**src/rtl/chacha20_block_ctrl_if.sv**
```systemverilog
// Bundle of the block controller's control, keystream and quarter-round core signals.
// The slave modport is the controller's view; the master modport is the environment's view.
interface chacha20_block_ctrl_if;
    logic         i_start;
    logic [255:0] i_key;
    logic [31:0]  i_counter;
    logic [95:0]  i_nonce;
    logic         o_busy;
    logic [511:0] o_block;
    logic         o_block_valid;
    logic [31:0]  o_qr_a;
    logic [31:0]  o_qr_b;
    logic [31:0]  o_qr_c;
    logic [31:0]  o_qr_d;
    logic         o_qr_valid;
    logic [31:0]  i_qr_a;
    logic [31:0]  i_qr_b;
    logic [31:0]  i_qr_c;
    logic [31:0]  i_qr_d;
    logic         i_qr_valid;
    logic         i_qr_busy;
    logic [2:0]   o_dbg_state;

    // Handshake: o_qr_valid is a single-cycle request issued only while i_qr_busy is low;
    // a result is taken exactly on the cycle i_qr_valid is high and the controller waits for it.
    modport slave (
        input  i_start, i_key, i_counter, i_nonce,
        input  i_qr_a, i_qr_b, i_qr_c, i_qr_d, i_qr_valid, i_qr_busy,
        output o_busy, o_block, o_block_valid,
        output o_qr_a, o_qr_b, o_qr_c, o_qr_d, o_qr_valid, o_dbg_state
    );

    modport master (
        output i_start, i_key, i_counter, i_nonce,
        output i_qr_a, i_qr_b, i_qr_c, i_qr_d, i_qr_valid, i_qr_busy,
        input  o_busy, o_block, o_block_valid,
        input  o_qr_a, o_qr_b, o_qr_c, o_qr_d, o_qr_valid, o_dbg_state
    );
endinterface

```
**src/rtl/chacha20_block_ctrl.sv**
```systemverilog
// ChaCha20 block-function sequencer: drives one external quarter-round core through all
// column/diagonal rounds, then adds the initial state and presents the 512-bit keystream.
module chacha20_block_ctrl #(
    parameter int DATA_WIDTH        = 32,
    parameter int NUM_DOUBLE_ROUNDS = 10
) (
    input  logic                  i_aclk,
    input  logic                  i_aresetn,
    chacha20_block_ctrl_if.slave  bus
);
    typedef enum logic [2:0] {
        S_IDLE  = 3'd0,
        S_LOAD  = 3'd1,
        S_ISSUE = 3'd2,
        S_WAIT  = 3'd3,
        S_FINAL = 3'd4,
        S_DONE  = 3'd5
    } state_e;

    localparam logic [3:0] LAST_DR = 4'(NUM_DOUBLE_ROUNDS - 1);
    localparam logic [DATA_WIDTH-1:0] SIGMA [4] = '{32'h61707865, 32'h3320646e,
                                                     32'h79622d32, 32'h6b206574};

    state_e                state_q, state_d;
    logic [DATA_WIDTH-1:0] work_q [16];
    logic [DATA_WIDTH-1:0] work_d [16];
    logic [DATA_WIDTH-1:0] init_q [16];
    logic [DATA_WIDTH-1:0] init_d [16];
    logic [511:0]          block_q, block_d;
    logic [31:0]           qr_a_q, qr_a_d, qr_b_q, qr_b_d, qr_c_q, qr_c_d, qr_d_q, qr_d_d;
    logic                  qr_valid_q, qr_valid_d;
    logic                  busy_q, busy_d;
    logic                  block_valid_q, block_valid_d;
    logic [3:0]            dr_q, dr_d;
    logic [2:0]            q_q, q_d;
    logic [3:0]            ia, ib, ic, id;

    // Quarter-round q selects four state words: columns first, then diagonals.
    always_comb begin
        case (q_q)
            3'd0:    {ia, ib, ic, id} = {4'd0, 4'd4, 4'd8,  4'd12};
            3'd1:    {ia, ib, ic, id} = {4'd1, 4'd5, 4'd9,  4'd13};
            3'd2:    {ia, ib, ic, id} = {4'd2, 4'd6, 4'd10, 4'd14};
            3'd3:    {ia, ib, ic, id} = {4'd3, 4'd7, 4'd11, 4'd15};
            3'd4:    {ia, ib, ic, id} = {4'd0, 4'd5, 4'd10, 4'd15};
            3'd5:    {ia, ib, ic, id} = {4'd1, 4'd6, 4'd11, 4'd12};
            3'd6:    {ia, ib, ic, id} = {4'd2, 4'd7, 4'd8,  4'd13};
            default: {ia, ib, ic, id} = {4'd3, 4'd4, 4'd9,  4'd14};
        endcase
    end

    always_comb begin
        state_d       = state_q;
        work_d        = work_q;
        init_d        = init_q;
        block_d       = block_q;
        qr_a_d        = qr_a_q;
        qr_b_d        = qr_b_q;
        qr_c_d        = qr_c_q;
        qr_d_d        = qr_d_q;
        qr_valid_d    = 1'b0;
        busy_d        = busy_q;
        block_valid_d = 1'b0;
        dr_d          = dr_q;
        q_d           = q_q;
        case (state_q)
            S_IDLE: begin
                if (bus.i_start) begin
                    state_d = S_LOAD;
                    busy_d  = 1'b1;
                end
            end
            S_LOAD: begin
                for (int i = 0; i < 4; i++) init_d[i] = SIGMA[i];
                for (int k = 0; k < 8; k++) init_d[4+k] = bus.i_key[32*k +: 32];
                init_d[12] = bus.i_counter;
                for (int n = 0; n < 3; n++) init_d[13+n] = bus.i_nonce[32*n +: 32];
                work_d  = init_d;
                dr_d    = 4'd0;
                q_d     = 3'd0;
                state_d = S_ISSUE;
            end
            S_ISSUE: begin
                if (!bus.i_qr_busy) begin
                    qr_a_d     = work_q[ia];
                    qr_b_d     = work_q[ib];
                    qr_c_d     = work_q[ic];
                    qr_d_d     = work_q[id];
                    qr_valid_d = 1'b1;
                    state_d    = S_WAIT;
                end
            end
            S_WAIT: begin
                if (bus.i_qr_valid) begin
                    work_d[ia] = bus.i_qr_a;
                    work_d[ib] = bus.i_qr_b;
                    work_d[ic] = bus.i_qr_c;
                    work_d[id] = bus.i_qr_d;
                    if (q_q != 3'd7) begin
                        q_d     = q_q + 3'd1;
                        state_d = S_ISSUE;
                    end else if (dr_q != LAST_DR) begin
                        q_d     = 3'd0;
                        dr_d    = dr_q + 4'd1;
                        state_d = S_ISSUE;
                    end else begin
                        state_d = S_FINAL;
                    end
                end
            end
            S_FINAL: begin
                for (int i = 0; i < 16; i++) block_d[32*i +: 32] = work_q[i] + init_q[i];
                block_valid_d = 1'b1;
                state_d       = S_DONE;
            end
            S_DONE: begin
                busy_d  = 1'b0;
                state_d = S_IDLE;
            end
            default: state_d = S_IDLE;
        endcase
    end

    always_ff @(posedge i_aclk or negedge i_aresetn) begin
        if (!i_aresetn) begin
            state_q       <= S_IDLE;
            for (int i = 0; i < 16; i++) begin
                work_q[i] <= '0;
                init_q[i] <= '0;
            end
            block_q       <= '0;
            qr_a_q        <= '0;
            qr_b_q        <= '0;
            qr_c_q        <= '0;
            qr_d_q        <= '0;
            qr_valid_q    <= 1'b0;
            busy_q        <= 1'b0;
            block_valid_q <= 1'b0;
            dr_q          <= '0;
            q_q           <= '0;
        end else begin
            state_q       <= state_d;
            work_q        <= work_d;
            init_q        <= init_d;
            block_q       <= block_d;
            qr_a_q        <= qr_a_d;
            qr_b_q        <= qr_b_d;
            qr_c_q        <= qr_c_d;
            qr_d_q        <= qr_d_d;
            qr_valid_q    <= qr_valid_d;
            busy_q        <= busy_d;
            block_valid_q <= block_valid_d;
            dr_q          <= dr_d;
            q_q           <= q_d;
        end
    end

    assign bus.o_busy        = busy_q;
    assign bus.o_block       = block_q;
    assign bus.o_block_valid = block_valid_q;
    assign bus.o_qr_a        = qr_a_q;
    assign bus.o_qr_b        = qr_b_q;
    assign bus.o_qr_c        = qr_c_q;
    assign bus.o_qr_d        = qr_d_q;
    assign bus.o_qr_valid    = qr_valid_q;
    assign bus.o_dbg_state   = state_q;
endmodule
```
**src/flat_wrapper.sv**
```systemverilog
// flat-port wrapper written by rule: the top's interface ports become plain ports
module chacha20_block_ctrl_flat 
#(
    parameter int DATA_WIDTH        = 32,
    parameter int NUM_DOUBLE_ROUNDS = 10
)
  (i_aclk, i_aresetn, bus_i_start, bus_i_key, bus_i_counter, bus_i_nonce, bus_i_qr_a, bus_i_qr_b, bus_i_qr_c, bus_i_qr_d, bus_i_qr_valid, bus_i_qr_busy, bus_o_busy, bus_o_block, bus_o_block_valid, bus_o_qr_a, bus_o_qr_b, bus_o_qr_c, bus_o_qr_d, bus_o_qr_valid, bus_o_dbg_state);
  chacha20_block_ctrl_if bus_i ();
  input  logic i_aclk;
  input  logic i_aresetn;
  input wire logic [$bits(bus_i.i_start)-1:0] bus_i_start;
  input wire logic [$bits(bus_i.i_key)-1:0] bus_i_key;
  input wire logic [$bits(bus_i.i_counter)-1:0] bus_i_counter;
  input wire logic [$bits(bus_i.i_nonce)-1:0] bus_i_nonce;
  input wire logic [$bits(bus_i.i_qr_a)-1:0] bus_i_qr_a;
  input wire logic [$bits(bus_i.i_qr_b)-1:0] bus_i_qr_b;
  input wire logic [$bits(bus_i.i_qr_c)-1:0] bus_i_qr_c;
  input wire logic [$bits(bus_i.i_qr_d)-1:0] bus_i_qr_d;
  input wire logic [$bits(bus_i.i_qr_valid)-1:0] bus_i_qr_valid;
  input wire logic [$bits(bus_i.i_qr_busy)-1:0] bus_i_qr_busy;
  output wire logic [$bits(bus_i.o_busy)-1:0] bus_o_busy;
  output wire logic [$bits(bus_i.o_block)-1:0] bus_o_block;
  output wire logic [$bits(bus_i.o_block_valid)-1:0] bus_o_block_valid;
  output wire logic [$bits(bus_i.o_qr_a)-1:0] bus_o_qr_a;
  output wire logic [$bits(bus_i.o_qr_b)-1:0] bus_o_qr_b;
  output wire logic [$bits(bus_i.o_qr_c)-1:0] bus_o_qr_c;
  output wire logic [$bits(bus_i.o_qr_d)-1:0] bus_o_qr_d;
  output wire logic [$bits(bus_i.o_qr_valid)-1:0] bus_o_qr_valid;
  output wire logic [$bits(bus_i.o_dbg_state)-1:0] bus_o_dbg_state;
  assign bus_i.i_start = bus_i_start;
  assign bus_i.i_key = bus_i_key;
  assign bus_i.i_counter = bus_i_counter;
  assign bus_i.i_nonce = bus_i_nonce;
  assign bus_i.i_qr_a = bus_i_qr_a;
  assign bus_i.i_qr_b = bus_i_qr_b;
  assign bus_i.i_qr_c = bus_i_qr_c;
  assign bus_i.i_qr_d = bus_i_qr_d;
  assign bus_i.i_qr_valid = bus_i_qr_valid;
  assign bus_i.i_qr_busy = bus_i_qr_busy;
  assign bus_o_busy = bus_i.o_busy;
  assign bus_o_block = bus_i.o_block;
  assign bus_o_block_valid = bus_i.o_block_valid;
  assign bus_o_qr_a = bus_i.o_qr_a;
  assign bus_o_qr_b = bus_i.o_qr_b;
  assign bus_o_qr_c = bus_i.o_qr_c;
  assign bus_o_qr_d = bus_i.o_qr_d;
  assign bus_o_qr_valid = bus_i.o_qr_valid;
  assign bus_o_dbg_state = bus_i.o_dbg_state;
  chacha20_block_ctrl #(.DATA_WIDTH(DATA_WIDTH), .NUM_DOUBLE_ROUNDS(NUM_DOUBLE_ROUNDS)) u_core (.i_aclk(i_aclk), .i_aresetn(i_aresetn), .bus(bus_i));
endmodule
```
**config.mk**
```make
export PLATFORM = sky130hd
export DESIGN_NAME = chacha20_block_ctrl_flat
export DESIGN_NICKNAME = d
export VERILOG_FILES = /design/src/rtl/chacha20_block_ctrl_if.sv /design/src/rtl/chacha20_block_ctrl.sv /design/src/flat_wrapper.sv
export SDC_FILE = /design/constraint.sdc
export NUM_CORES = 2
export LEC_CHECK = 0
export ABC_AREA = 1
export BUFFER_PORTS_ARGS = -buffer_cell sky130_fd_sc_hd__clkbuf_2
export CAP_MARGIN = 20
export CORE_UTILIZATION = 40
export DETAILED_ROUTE_END_ITERATION = 10
export PLACE_DENSITY = 0.67
export SETUP_SLACK_MARGIN = 0.5
export SLEW_MARGIN = 20
export SYNTH_ARGS = -nofsm -noshare
export SYNTH_HDL_FRONTEND = slang
export SYNTH_SLANG_ARGS = --single-unit
```
**constraint.sdc**
```tcl
create_clock -name i_aclk -period 3.2 [get_ports i_aclk]
set_input_delay 0.64 -clock i_aclk [delete_from_list [all_inputs] [get_ports i_aclk]]
set_output_delay 0.64 -clock i_aclk [all_outputs]
set_load 0.05 [all_outputs]
```
==> impl_results.md <==
- Largest net degree at the start of global routing: 146
- Die width: 496 µm
- Final worst slack: 0.497 ns
- CP Buf/Inv Count: 3
- Row Count: 181
- Number of DRC markers in iteration 0: 11.0k
- Yosys warning count: 0
- TritonCTS buffer count: 181
- Max incr delay on CP: 0.60 ns
- Setup TNS: 0 ns
- Largest family of logic cells by synthesized area: simple AND/OR/NAND/NOR gates
- Critical Path AT: 3.51 ns
- Vias per cell: 5.37
- Final min period: 2.70 ns
- CTS root buffer: clkbuf_16
- Min-delay worst type: in2reg
- Leak: 0.0638 µW
- XOR/XNOR Fraction of Synth Area: 0.00663
- First-pass GRT wire length: 647 mm
- Reg-to-reg slack, setup: 0.50 ns
- Die Footprint: 246000 µm²
- Normalized max-slew margin: 0.273
- Clock transition at path regs: 0.06 ns
- Sequential-to-total area share from yosys stat: 0.397
- Sink Count: 1550
- Final hold violations: 0
- Die H: 496 µm
- Status: finished clean
- Number of synthesized flops with an enable pin: 0
- IO buf count: 1162
- Worst Reg-to-Reg Cells: 9
- Critical path cell sequence: inv_1 -> nand2_1 -> nor2_4 -> buf_4 -> buf_12 -> nand2_1 -> nor2_1 -> a21oi_1 -> a21oi_1
- Top delay family on crit path: simple AND/OR/NAND/NOR gates
- H-tree depth: 4
- Vias in the first global route: 94.3k
- Post-route ant nets: 0
- #FFs+latches synth: 1550
- DR vias: 103k
- Maximum VDD drop: 0.847 mV
- Worst R2R Start: u_core.bus.o_dbg_state[2]
- Max-cap violations: 0
- Initial antenna violation count: 54
- Layout Skew: 0.0601 ns
- Initial Util: 0.402
- Synth Area in Compound Gates: 0.139
- Nets@finish: 16.7k
- Synthesized instance count: 14.5k
- Area overhead of the layout relative to synthesis: 18.5%
- CP required: 4.01 ns
- Top Ports: 1163
- Clock Tree Buf Depth: 3
- Pre-CTS setup slack: 0.236 ns
- Final period utilization: 0.845
- R2r endpoint: u_core.work_q[184]
- Gr usage total: 0.361
- Top FF cell, synth: dfrtp_1
- Asr flop ratio synth: 1.00
- Adder-cell share of the synthesized area: 0.0587
- First drt pass iteration count: 6
- WP depth: 9
- DRC errors left: 0
- TritonCTS clock tree: yes
- Worst Setup SP: u_core.bus.o_dbg_state[2]
- Post-DP HPWL: 366 mm
- Multiplexer area fraction after synthesis: 0.00127
- Critical path endpoint: u_core.work_q[184]
- Worst setup EP type: flip-flop
- GRT overflow: 0
- Drt wl/cell: 24.0 µm
- Final setup fails: 0
- Avg Inst Size Synth: 6.73 µm²
- Routed wire length: 459 mm
- Final Max Tran Viols: 0
- Share of cells above drive strength 1: 0.111
- RSZ-0062 raised after global routing: true
- Hold Path Depth: 3
- Post-Synthesis Cell Area: 97700 µm²
- Placeable core region: 243000 µm²
- Unique masters post-synth: 47
- Pwr Density: 1190 nW/µm²
- Worst-Margin Slew: 1.08 ns
- Net count after synthesis: 15.5k
- Crit-path max FO: 100
- Routability cong.: 1.03
- Clk Latency, worst-skew pair: 0.90 ns
- Crit path launch type: flip-flop
- Simple-gate share of the synthesized area: 0.293
- Crit path kind: reg2reg
- Slowest CP cell: nand2_1
- Max Freq: 0.370 GHz
-- cell usage after synthesis, types with 11 or more instances --
master    count  area [µm²]
nor3_1       79         395
clkbuf_1    295        1110
ha_1        438        5480
buf_1        16        60.1
dfrtp_1    1550       38800
nor2_1     1015        3810
nand2_1    5350       20100
o21bai_1     42         315
buf_2       172         861
o21ai_0    1123        5620
o31ai_1      27         203
nand3b_1     28         210
nand4_1      82         513
o22ai_1     340        2130
inv_1      2172        8150
nand3_1     686        3430
o21ai_1      23         115
xnor2_1      47         412
o21ai_2      11        96.3
fa_1         13         260
a21oi_1     813        4070
xor2_1       27         236
a21o_1       64         480
-- registers in the layout (all words and copies together), names as in the netlist --
name                      flops
u_core.bus.o_block_valid      1
u_core.bus.o_dbg_state        3
u_core.bus.o_qr_b            32
u_core.bus.o_busy             1
u_core.bus.o_qr_valid         1
u_core.bus.o_block          512
u_core.bus.o_qr_d            32
u_core.init_q               385
u_core.q_q                    3
u_core.bus.o_qr_a            32
u_core.work_q               512
u_core.bus.o_qr_c            32
u_core.dr_q                   4
-- tightest hold or removal path, delay by kind of cell --
kind	cells	cell delay (ns)
buf+inv	1	0.14
simple gates	2	0.13
-- metal layers --
metal,part of all wire,global-route usage,wire (µm)
met4,0.075,0.244,34400
met5,0.00022,0,103
met3,0.10,0.0895,47000
met1,0.40,0.462,183000
met2,0.42,0.536,195000
-- through the flow --
step / total power, µW / cell area, µm² / hold slack [ns] / utilization / instances
global route: 147000 / 116000 / 0.0409 / 0.476 / 19088
global placement: 112000 / 108000 / 0.456 / 0.443 / 18596
detailed placement: 112000 / 108000 / 0.461 / 0.443 / 18596
CTS: 135000 / 115000 / 0.000663 / 0.474 / 19030
floorplan: 84900 / 97700 / 0.344 / - / 14527
finish: 138000 / 116000 / 0.0535 / 0.476 / 19097
-- cell usage in the layout (no fill, tap or decap), types with 134 or more instances in the layout --
cell type and n:
a21oi_1 813, buf_4 134, clkbuf_16 191, clkbuf_2 1161, dfrtp_1 1548, ha_1 435, inv_1 2164, nand2_1 5340
nand3_1 686, nor2_1 1010, o21ai_0 1122, o22ai_1 340
-- worst min path at each step --
stage / startpoint / endpoint / slack (ns)
floorplan: i_aresetn / u_core.bus.o_block[0] / 0.34
global placement: u_core.bus.o_block[416] / u_core.bus.o_block[416] / 0.46
detailed placement: u_core.bus.o_block[385] / u_core.bus.o_block[385] / 0.46
CTS: bus_i_key[40] / u_core.init_q[328] / 0.0007
global route: bus_i_nonce[9] / u_core.init_q[73] / 0.04
finish: bus_i_key[223] / u_core.init_q[191] / 0.05
-- repair_timing --
item	4_1_cts	5_1_grt
resized for setup	13	35
cloned	2	15
hold buffers	93	0
buffers inserted	4	11
endpoints found under the setup margin	151	457
hold endpoints to repair	124	0
pin swaps	3	5
-- area by class of cell --
type	instances	area [µm²]
multi-input combinational	10311	48900
clock buffer	253	5150
antenna	41	103
inverter	2183	8230
tap	3202	4010
timing repair inverter	3	22.5
sequential	1550	38800
clock inverter	82	1200
fill	24979	127000
timing repair buffer	1472	9390
-- cells by family after synthesis --
logic type,count (synthesis)
AO/OA/AOI/OAI,2508
XOR/XNOR,74
adder cells (fa/ha/maj),451
buffers and inverters,2669
flip-flops,1550
multiplexers,11
AND/OR/NAND/NOR,7264
-- power by group --
group          switching (µW)  internal [µW]
Combinational           57100          23400
Clock                    9540          12800
Sequential               8320          26900
(Power assumes the default switching activity.)
